===== config.mk =====
export PLATFORM = sky130hd
export DESIGN_NAME = mod29_stim_collector
export DESIGN_NICKNAME = d
export VERILOG_FILES = /design/src/rtl/mod29_stim_collector.sv
export SDC_FILE = /design/constraint.sdc
export NUM_CORES = 1
export LEC_CHECK = 0
export CAP_MARGIN = 20
export CORE_ASPECT_RATIO = 1.5
export CORE_UTILIZATION = 30
export CTS_CLUSTER_DIAMETER = 120
export CTS_CLUSTER_SIZE = 14
export DETAILED_ROUTE_END_ITERATION = 6
export GPL_TIMING_DRIVEN = 1
export MAX_ROUTING_LAYER = met4
export RECOVER_POWER = 50
export SLEW_MARGIN = 20
export SYNTH_ARGS = -nofsm -noshare
export SYNTH_HDL_FRONTEND = slang
export SYNTH_SLANG_ARGS = --single-unit
export TNS_END_PERCENT = 30

===== constraint.sdc =====
create_clock -name clk -period 1.85 [get_ports clk]
set_input_delay 0.185 -clock clk [delete_from_list [all_inputs] [get_ports clk]]
set_output_delay 0.185 -clock clk [all_outputs]
set_load 0.01 [all_outputs]

===== src/rtl/mod29_stim_collector.sv =====
// mod29_stim_collector: stimulus source and response sink for mod29.
// Each pass drives NUM_VECTORS stimulus words onto mod29's inputs (pib30,
// piv31_2). A word is either a counting value or an LFSR value. The bench
// folds each 5-bit response (pob32, pov33_2, pob34) into a 16-bit MISR.
//
// Handshake: start is a level that is sampled only in IDLE. busy is high
// for exactly NUM_VECTORS*(RESP_LAT+1) cycles. done is a one-cycle pulse
// in the FIN state. sig_valid then qualifies signature until the next
// start, abort or reset.
module mod29_stim_collector #(
    parameter int          NUM_VECTORS = 16,
    parameter int          RESP_LAT    = 0,
    parameter logic [3:0]  SEED        = 4'h1
) (
    input  logic        clk,
    input  logic        rst,
    input  logic        start,
    input  logic        abort,
    input  logic        mode,
    output logic        pib30,
    output logic [2:0]  piv31_2,
    input  logic        pob32,
    input  logic [2:0]  pov33_2,
    input  logic        pob34,
    output logic        busy,
    output logic        done,
    output logic        sig_valid,
    output logic [15:0] signature,
    output logic [1:0]  dbg_state
);

    localparam logic [1:0]  S_IDLE    = 2'd0;
    localparam logic [1:0]  S_RUN     = 2'd1;
    localparam logic [1:0]  S_FIN     = 2'd2;

    // An all-zero LFSR seed would lock up, so a zero seed is promoted to 1.
    localparam logic [3:0]  SEED_EFF  = (SEED == 4'h0) ? 4'h1 : SEED;
    localparam logic [15:0] LAST_VEC  = 16'(NUM_VECTORS - 1);
    localparam logic [3:0]  HOLD_INIT = 4'(RESP_LAT);

    logic [1:0]  state;
    logic [3:0]  stim;
    logic [15:0] misr;
    logic [15:0] vec_cnt;
    logic [3:0]  hold_cnt;
    logic        mode_q;

    logic [4:0]  resp;
    logic        fb;
    logic [15:0] misr_next;
    logic [3:0]  stim_next;

    // Compute the next MISR value and the next stimulus word.
    always_comb begin
        resp      = {pob32, pov33_2, pob34};
        fb        = misr[15] ^ misr[14] ^ misr[12] ^ misr[3];
        misr_next = {misr[14:0], fb} ^ {11'b0, resp};
        stim_next = mode_q ? {stim[2:0], stim[3] ^ stim[2]} : stim + 4'd1;
    end

    // Pass sequencer: hold each vector, capture responses, count vectors.
    always_ff @(posedge clk) begin
        if (rst) begin
            state     <= S_IDLE;
            stim      <= 4'h0;
            misr      <= 16'h0000;
            vec_cnt   <= 16'h0000;
            hold_cnt  <= 4'h0;
            mode_q    <= 1'b0;
            sig_valid <= 1'b0;
        end else begin
            case (state)
                S_IDLE: begin
                    if (start) begin
                        state     <= S_RUN;
                        misr      <= 16'h0000;
                        sig_valid <= 1'b0;
                        vec_cnt   <= 16'h0000;
                        hold_cnt  <= HOLD_INIT;
                        mode_q    <= mode;
                        stim      <= mode ? SEED_EFF : 4'h0;
                    end
                end
                S_RUN: begin
                    if (abort) begin
                        // An aborted pass leaves no partial signature behind.
                        state     <= S_IDLE;
                        stim      <= 4'h0;
                        misr      <= 16'h0000;
                        vec_cnt   <= 16'h0000;
                        hold_cnt  <= 4'h0;
                        sig_valid <= 1'b0;
                    end else if (hold_cnt == 4'h0) begin
                        misr <= misr_next;
                        if (vec_cnt == LAST_VEC) begin
                            state     <= S_FIN;
                            stim      <= 4'h0;
                            sig_valid <= 1'b1;
                        end else begin
                            vec_cnt  <= vec_cnt + 16'd1;
                            stim     <= stim_next;
                            hold_cnt <= HOLD_INIT;
                        end
                    end else begin
                        hold_cnt <= hold_cnt - 4'd1;
                    end
                end
                S_FIN: begin
                    state <= S_IDLE;
                end
                default: begin
                    state <= S_IDLE;
                    stim  <= 4'h0;
                end
            endcase
        end
    end

    // Drive the status and pin outputs from the registered state.
    always_comb begin
        busy      = (state == S_RUN);
        done      = (state == S_FIN);
        signature = misr;
        pib30     = stim[3];
        piv31_2   = stim[2:0];
        dbg_state = state;
    end

endmodule

# After elaboration in Yosys (flattened, before gate mapping)
# Index checks and enable logic that the tools add are counted.
# op_classes
add_sub_neg,3
eq_ne,8
n_mux,30
n_bitwise,6
n_reduce_logical,10
# op_table
cell,count
16-bit 2-to-1 mux,6
16-bit one-hot mux with 2 select lines,2
4-bit 2-to-1 mux,9
"16-bit by 1-bit adder with 16-bit output, second input constant",1
"16-bit by 4-bit == test with 1-bit output, second input constant",1
16-bit by 5-bit XOR with 16-bit output,1
4-bit one-hot mux with 3 select lines,1
3-bit AND reduction,4
2-bit 2-to-1 mux,4
4-bit one-hot mux with 2 select lines,1
4-bit AND reduction,2
"3-bit by 2-bit inequality test with 1-bit output, second input constant",2
1-bit 2-to-1 mux,5
"4-bit by 1-bit adder with 4-bit output, second input constant",1
4-bit logical NOT,1
"4-bit inequality test, second input constant",1
2-bit one-hot mux with 2 select lines,1
"4-bit by 1-bit subtractor with 4-bit output, second input constant",1
1-bit XOR,4
"3-bit inequality test, second input constant",1
"2-bit by 1-bit == test with 1-bit output, second input constant",1
"2-bit == test, second input constant",1
2-bit logical NOT,1
"2-bit inequality test, second input constant",1
other kinds (4),4
# word_totals
regBits,44
input_bits,10
out_inout_bits,25
word_cells,64

# Depth between registers and ports, before layout
# Gate-level depths: netlist of run 1.
# logic_depth
ltp_word,7
depth_mapped,8
ltp_nobuf,7

# Worst setup path after synthesis of run 1
# No wires, ideal clock.
# synth_path
path_type,register -> register
from,register vec_cnt[11]
to,register vec_cnt[9]
setup_ns,0.132
arrival_time_ns,1.814
required_time_ns,1.718
slack_ns,-0.096
stages_incl_launch_ff,6
path_buffers,0
period_less_slack_ns,1.946
path_cell_list,dfxtp_1 -> or4_4 -> nor4_4 -> a211oi_1 -> a41oi_2 -> nor3_1
# synth_via
elab_chain_len,3
# synth_lines
element,line_no,rtl
"start, declared",44,logic [15:0] vec_cnt;
"start signal, assigned",100,vec_cnt <= vec_cnt + 16'd1;
16-bit by 4-bit == test with 1-bit output,95,if (vec_cnt == LAST_VEC) begin
3-bit inequality test (no line),--,
4-bit AND reduction (no line),--,
# Every way passes these cells.
# A chain may end at the register's enable or synchronous reset.

# Worst setup path in the final report of run 1
# layout_path
from,register vec_cnt[15]
to,register vec_cnt[1]
# Same word-level chain as after synthesis.

==> flow_metrics.py, run 1 <==
metrics = {
    "clock_tree": {
        "cts_tree": "done",
        "worst_skew_pair.late_latency_ns": 0.30,
        "clock-sinks": 44,
        "clkTransAtPathRegs_ns": 0.09,
        "clockRootBuffer": "clkbuf_8",
        "cts_made_buffers": 5,
        "clockBufferDepth": 2,
        "cts.htree.levels": 2,
    },
    "worst_setup_path": {
        "r2r-start": "vec_cnt[15]$_SDFFE_PP0P_",
        "required_ns": 2.04,
        "crit_path_start": "vec_cnt[15]$_SDFFE_PP0P_",
        "crit_type": "reg -> reg",
        "path_max_fanout": 8,
        "endpoint_kind": "flip-flop",
        "start_kind": "flip-flop",
        "cp_data_arrival_time_ns": 2.05,
        "r2r.worst_path.cells": 7,
    },
    "synth": {
        "synth_cells": 235,
        "syn-num-nets": 249,
        "synth_area_leaders": "dfxtp_1, nor2_1, a22oi_1",
        "yosys_warnings": 0,
        "synth_top_area_share_pct": 42.3,
        "yosysUniqueCellTypes": 47,
        "syn-mean-instance-area_um2": 8.86,
        "ys_seq_elements": 44,
        "yosysSeqAreaShare_pct": 42.3,
        "yosysTopAreaCell": "dfxtp_1",
        "syn_area_um2": 2080,
    },
    "min_path": {
        "hp-start": "sig_valid$_SDFFE_PP0P_",
        "hold_depth": 2,
        "min_path_type": "reg -> reg",
    },
    "sta": {
        "finalCriticalPeriod_ns": 1.86,
        "fin_setup_tns_ns": -0.0220,
        "drv_slew": 0,
        "finalHoldViolations": 0,
        "max_freq_ghz": 0.537,
        "max_slew_margin_pct": 77.5,
        "period_share_pct": 101,
        "tightest_slew_ns": 0.337,
        "skew_ns": 0.00903,
        "rsz0062_at_grt": "yes",
        "setup_violations": 3,
        "setup_ws_ns": -0.0127,
    },
    "routing": {
        "routed_wl_mm": 5.34,
        "wl_per_cell_um": 13.5,
        "drc": 0,
        "drt_iter0_markers": 64,
        "viasPerCell": 5.21,
        "drt-pass1-iter-count": 4,
        "vias": 2062,
        "ant_nets": 0,
    },
    "die": {
        "die_x_um": 70.0,
        "dieArea_um2": 7290,
        "row_count": 36,
        "die_h_um": 104,
        "ios": 35,
        "core_um2": 6620,
        "start_util_pct": 31.5,
    },
    "finish": {
        "final_nets": 333,
        "syn_to_final_growth_pct": 49.2,
        "antenna_cells": 0,
        "drive_gt1_share_pct": 30.0,
        "fillers": 647,
        "fin_util_pct": 47.0,
    },
    "global_routing": {
        "grt_pass1_wl_mm": 8.89,
        "grt_pass1_vias": 1873,
        "antenna_found_initial": 0,
        "overflow": 0,
        "grt_max_degree": 32,
        "grt.total_usage_pct": 15.4,
    },
    "power_and_ir_drop": {
        "ir_worst_vdd_v": 0.000432,
        "powerDensity_nw_per_um2": 627,
        "p_leak_nw": 1.23,
    },
    "job": {
        "cap_violations": 0,
    },
    "status": {
        "violations": "negative setup slack",
        "status": "finished, violations left",
    },
    "place": {
        "io_buffers": 34,
        "dp_hpwl_mm": 3.80,
        "gp_congestion": 0.856,
    },
}
==> worst paths after layout <==
kind                                                 to  slack (ns)
worst max register to register  vec_cnt[1]$_SDFFE_PP0P_       -0.01
worst min-delay path             sig_valid$_SDFFE_PP0P_        0.47
worst max-delay path            vec_cnt[1]$_SDFFE_PP0P_       -0.01
worst min register to register   sig_valid$_SDFFE_PP0P_        0.47
==> stage by stage <==
step	area, um^2	hold WS, ns	setup WS, ns	std cells	power, W
CTS	3000	0.476	-0.000346	392	0.00196
floorplan	2100	0.333	-0.0655	235	0.00109
detailed placement	2840	0.468	-0.171	381	0.00119
finish	3110	0.473	-0.0127	396	0.00195
global route	3110	0.500	-0.0582	396	0.00204
global placement	2840	0.467	-0.156	381	0.00119
==> cell type report <==
class,count,area (um^2),share of cell area [%]
multi-input cells,178,1250,40.2
clock inverters,3,46.3,1.49
inverters,5,18.8,0.604
flip-flops and latches,44,887,28.5
repair buffers,85,743,23.9
well taps,76,95.1,3.06
clock buffers,5,68.8,2.21
==> critical path, cell delays in order (launching register included) <==
cell and delay [ns]:
dfxtp_2 0.33, or4_4 0.54, nor4_4 0.29, buf_6 0.18, nor3_2 0.04, buf_4 0.14
a22oi_1 0.17, nor2_1 0.06
==> sequential cells by signal, summed over array words and instances (netlist names) <==
signal     cells
sig_valid      1
mode_q         1
signature     16
vec_cnt       16
hold_cnt       4
stim           4
dbg_state      2
==> repair_timing <==
item | in CTS | in global routing
pin swaps | 4 | 5
hold buffers | 0 | 0
setup endpoints to repair | 17 | 37
gates resized for setup | 7 | 22
setup buffers | 2 | 3
cloned | 1 | 1
==> layout by cell type, fill, tap and decap left out, drive strengths merged, types with 5 or more instances in the layout <==
cell type and count:
clkdlybuf4s50 14, nand3 8, clkbuf 5, nand2 13, o21ai 5, nor3 6
nand4 5, a22oi 19, xnor2 8, inv 6, buf 51, dlygate4sd3 20
xor2 7, or4 8, nor2 39, a21oi 16, dfxtp 44
==> metal layers <==
metal  part of all wire (%)  global-route usage (%)
met1                     43                    18.1
met2                     52                    25.6
met3                    2.6                    2.62
met4                    2.7                    6.57
met5                      0                       -
==> where the power goes <==
part | switching, W | internal, W
Clock | 0.000353 | 0.000407
Combinational | 0.000111 | 0.000112
Sequential | 0.0000125 | 0.000956
Total | 0.000476 | 0.00147
==> logic make-up (layout without fill, tap and decap cells) <==
logic type	after synthesis	count (layout)	share of synthesized area, %
compound gates	61	62	21.5
xor+xnor	15	15	6.31
fa+ha+maj	4	4	2.40
buf+inv	14	98	3.06
flops	44	44	42.3
mux	2	2	1.02
simple gates	95	95	23.4
==> synthesized netlist by cell type, drive strengths merged <==
| cell | count |
|---|---|
| o21ba | 1 |
| a31o | 1 |
| or3 | 1 |
| o211ai | 4 |
| a211oi | 3 |
| nor2 | 39 |
| o21bai | 1 |
| a21oi | 16 |
| nor3 | 6 |
| and2 | 1 |
| nand4 | 5 |
| a2111oi | 1 |
| o22a | 1 |
| or4 | 8 |
| or3b | 2 |
| a31oi | 1 |
| nand2 | 13 |
| ha | 4 |
| a41oi | 1 |
| a21o | 3 |
| xnor2 | 8 |
| nor3b | 4 |
| nor4 | 2 |
| dfxtp | 44 |
| clkbuf | 4 |
| nand3 | 8 |
| o31ai | 3 |
| a221oi | 1 |
| mux2 | 1 |
| o21ai | 5 |
| inv | 5 |
| buf | 5 |
| a22oi | 19 |
| mux2i | 1 |
| nor2b | 3 |
| nand2b | 1 |
| xor2 | 7 |
| nand3b | 2 |
Note: power is estimated with default switching activity, not from simulation.
==> run 2: changes to the inputs <==
- HOLD_SLACK_MARGIN: not set -> 0.05
==> results of run 2 <==
Same layout as run 1: the final DEF is identical, and so are final timing and power.
==> run 3: changes to the inputs <==
- CORE_MARGIN: not set -> 4
- GPL_ROUTABILITY_DRIVEN: not set -> 0
- PLACE_DENSITY: not set -> 0.62
==> flow_metrics.py, run 3 (synthesis gave the netlist of run 1 again) <==
metrics = {
    "status": {
        "status": "finished, violations left",
        "violations": "negative setup slack",
    },
    "routing": {
        "wl_per_cell_um": 14.5,
        "routed_wl_mm": 5.66,
        "vias": 2070,
        "drt_iter0_markers": 134,
        "ant_nets": 0,
        "drc": 0,
        "drt-pass1-iter-count": 4,
        "viasPerCell": 5.31,
    },
    "global_routing": {
        "grt_pass1_vias": 1965,
        "grt.total_usage_pct": 13.8,
        "grt_max_degree": 32,
        "overflow": 0,
        "grt_pass1_wl_mm": 9.20,
        "antenna_found_initial": 0,
    },
    "sta": {
        "rsz0062_at_grt": "yes",
        "finalCriticalPeriod_ns": 1.88,
        "tightest_slew_ns": 0.365,
        "finalHoldViolations": 0,
        "max_slew_margin_pct": 75.6,
        "skew_ns": 0.0101,
        "max_freq_ghz": 0.533,
        "period_share_pct": 101,
        "holdWs_ns": 0.477,
        "fin_setup_tns_ns": -0.0435,
        "drv_slew": 0,
        "setup_ws_ns": -0.0269,
        "setup_violations": 4,
    },
    "clock_tree": {
        "cts_made_buffers": 5,
        "clockBufferDepth": 2,
        "cts_hold_buf": 0,
        "clockRootBuffer": "clkbuf_8",
        "clkTransAtPathRegs_ns": 0.09,
        "worst_skew_pair.late_latency_ns": 0.30,
        "cts.htree.levels": 2,
        "cts_tree": "done",
        "clock-sinks": 44,
    },
    "worst_setup_path": {
        "required_ns": 2.10,
        "crit_type": "reg -> reg",
        "endpoint_kind": "flip-flop",
        "start_kind": "flip-flop",
        "cp_data_arrival_time_ns": 2.12,
        "path_max_fanout": 7,
    },
    "die": {
        "dieArea_um2": 8370,
        "start_util_pct": 31.5,
        "core_um2": 6620,
        "ios": 35,
        "row_count": 36,
        "die_h_um": 110,
        "die_x_um": 76.0,
    },
    "finish": {
        "fin_util_pct": 46.6,
        "syn_to_final_growth_pct": 48.2,
        "layout_common_cells": "buf_4, dfxtp_1, nor2_1",
        "final_area_um2": 3090,
        "fillers": 629,
        "final_nets": 327,
        "drive_gt1_share_pct": 28.0,
        "final_common_cell": "buf_4",
        "antenna_cells": 0,
    },
    "power_and_ir_drop": {
        "pwr-share-clk_pct": 40.3,
        "internal-power_w": 0.00151,
        "seqPwrFrac_pct": 48.6,
        "p_leak_nw": 1.21,
        "power_w": 0.00199,
        "swShare_pct": 24.4,
        "comb_power_share_pct": 11.1,
        "ir_worst_vdd_v": 0.000385,
        "powerDensity_nw_per_um2": 645,
        "switching_power_w": 0.000485,
    },
    "job": {
        "cap_violations": 0,
    },
    "min_path": {
        "min_path_type": "in -> reg",
    },
    "place": {
        "dp_hpwl_mm": 3.85,
        "io_buffers": 34,
        "postPlaceCellArea_um2": 2820,
    },
}
-- run 3: cell count changes in the layout (fill, tap and decap cells not counted), sizes merged --
| cell | change |
|---|---|
| clkinvlp | -1 |
| clkinv | +1 |
| inv | -1 |
| clkdlybuf4s50 | -1 |
| dlygate4sd3 | +1 |
| buf | -6 |
| clkbuf | +1 |
-- run 3: power groups by stage --
| stage | clock network (W) | logic, W | registers [W] |
|---|---|---|---|
| floorplan | 0 | 0.0000940 | 0.000991 |
| global placement | 0 | 0.000199 | 0.000989 |
| detailed placement | 0 | 0.000200 | 0.000989 |
| CTS | 0.000816 | 0.000203 | 0.000967 |
| global route | 0.000849 | 0.000242 | 0.000969 |
| finish | 0.000803 | 0.000222 | 0.000967 |
-- run 3: what timing repair did --
item / 4_1_cts / 5_1_grt
setup buffers: 0 / 1
cloned: 0 / 3
setup endpoints to repair: 12 / 36
pin swaps: 1 / 13
gates resized for setup: 5 / 27
-- run 3: layout make-up --
class	instances	area (um^2)	share of cell area, %
multi-input cells	178	1260	40.9
flip-flops and latches	44	886	28.7
repair buffers	79	702	22.7
well taps	76	95.1	3.08
clock buffers	6	82.6	2.68
clock inverters	2	38.8	1.26
inverters	5	18.8	0.608
-- run 3: metrics by stage --
step,std cells,setup slack [ns]
global route,390,-0.137
floorplan,235,-0.0655
detailed placement,379,-0.173
CTS,387,-0.0123
finish,390,-0.0269
global placement,379,-0.107
-- run 3: critical path: stages, from the launching register on --
cell     delay, ns
dfxtp_1       0.32
inv_1         0.07
ha_1          0.18
nor3b_4       0.26
o21ai_4       0.12
a21o_4        0.22
or4_1         0.48
a21oi_2       0.15
-- run 3: worst paths after layout --
check / end / start / slack [ns] / cells past startpoint
max: vec_cnt[14]$_SDFFE_PP0P_ / hold_cnt[0]$_SDFFE_PP0P_ / -0.03 / 7
min: mode_q$_SDFFE_PP0P_ / mode / 0.48 / 3
min reg2reg: sig_valid$_SDFFE_PP0P_ / sig_valid$_SDFFE_PP0P_ / 0.48 / 2
max reg2reg: vec_cnt[14]$_SDFFE_PP0P_ / hold_cnt[0]$_SDFFE_PP0P_ / -0.03 / 7
-- run 3: routing by layer --
metal  wire length (um)  GRT usage [%]  up-vias
li1                   -              -     1018
met1               2320           15.4      995
met2               3010           24.3       45
met3                165           2.11       12
met4                157           5.98        0
met5                  0              -        -
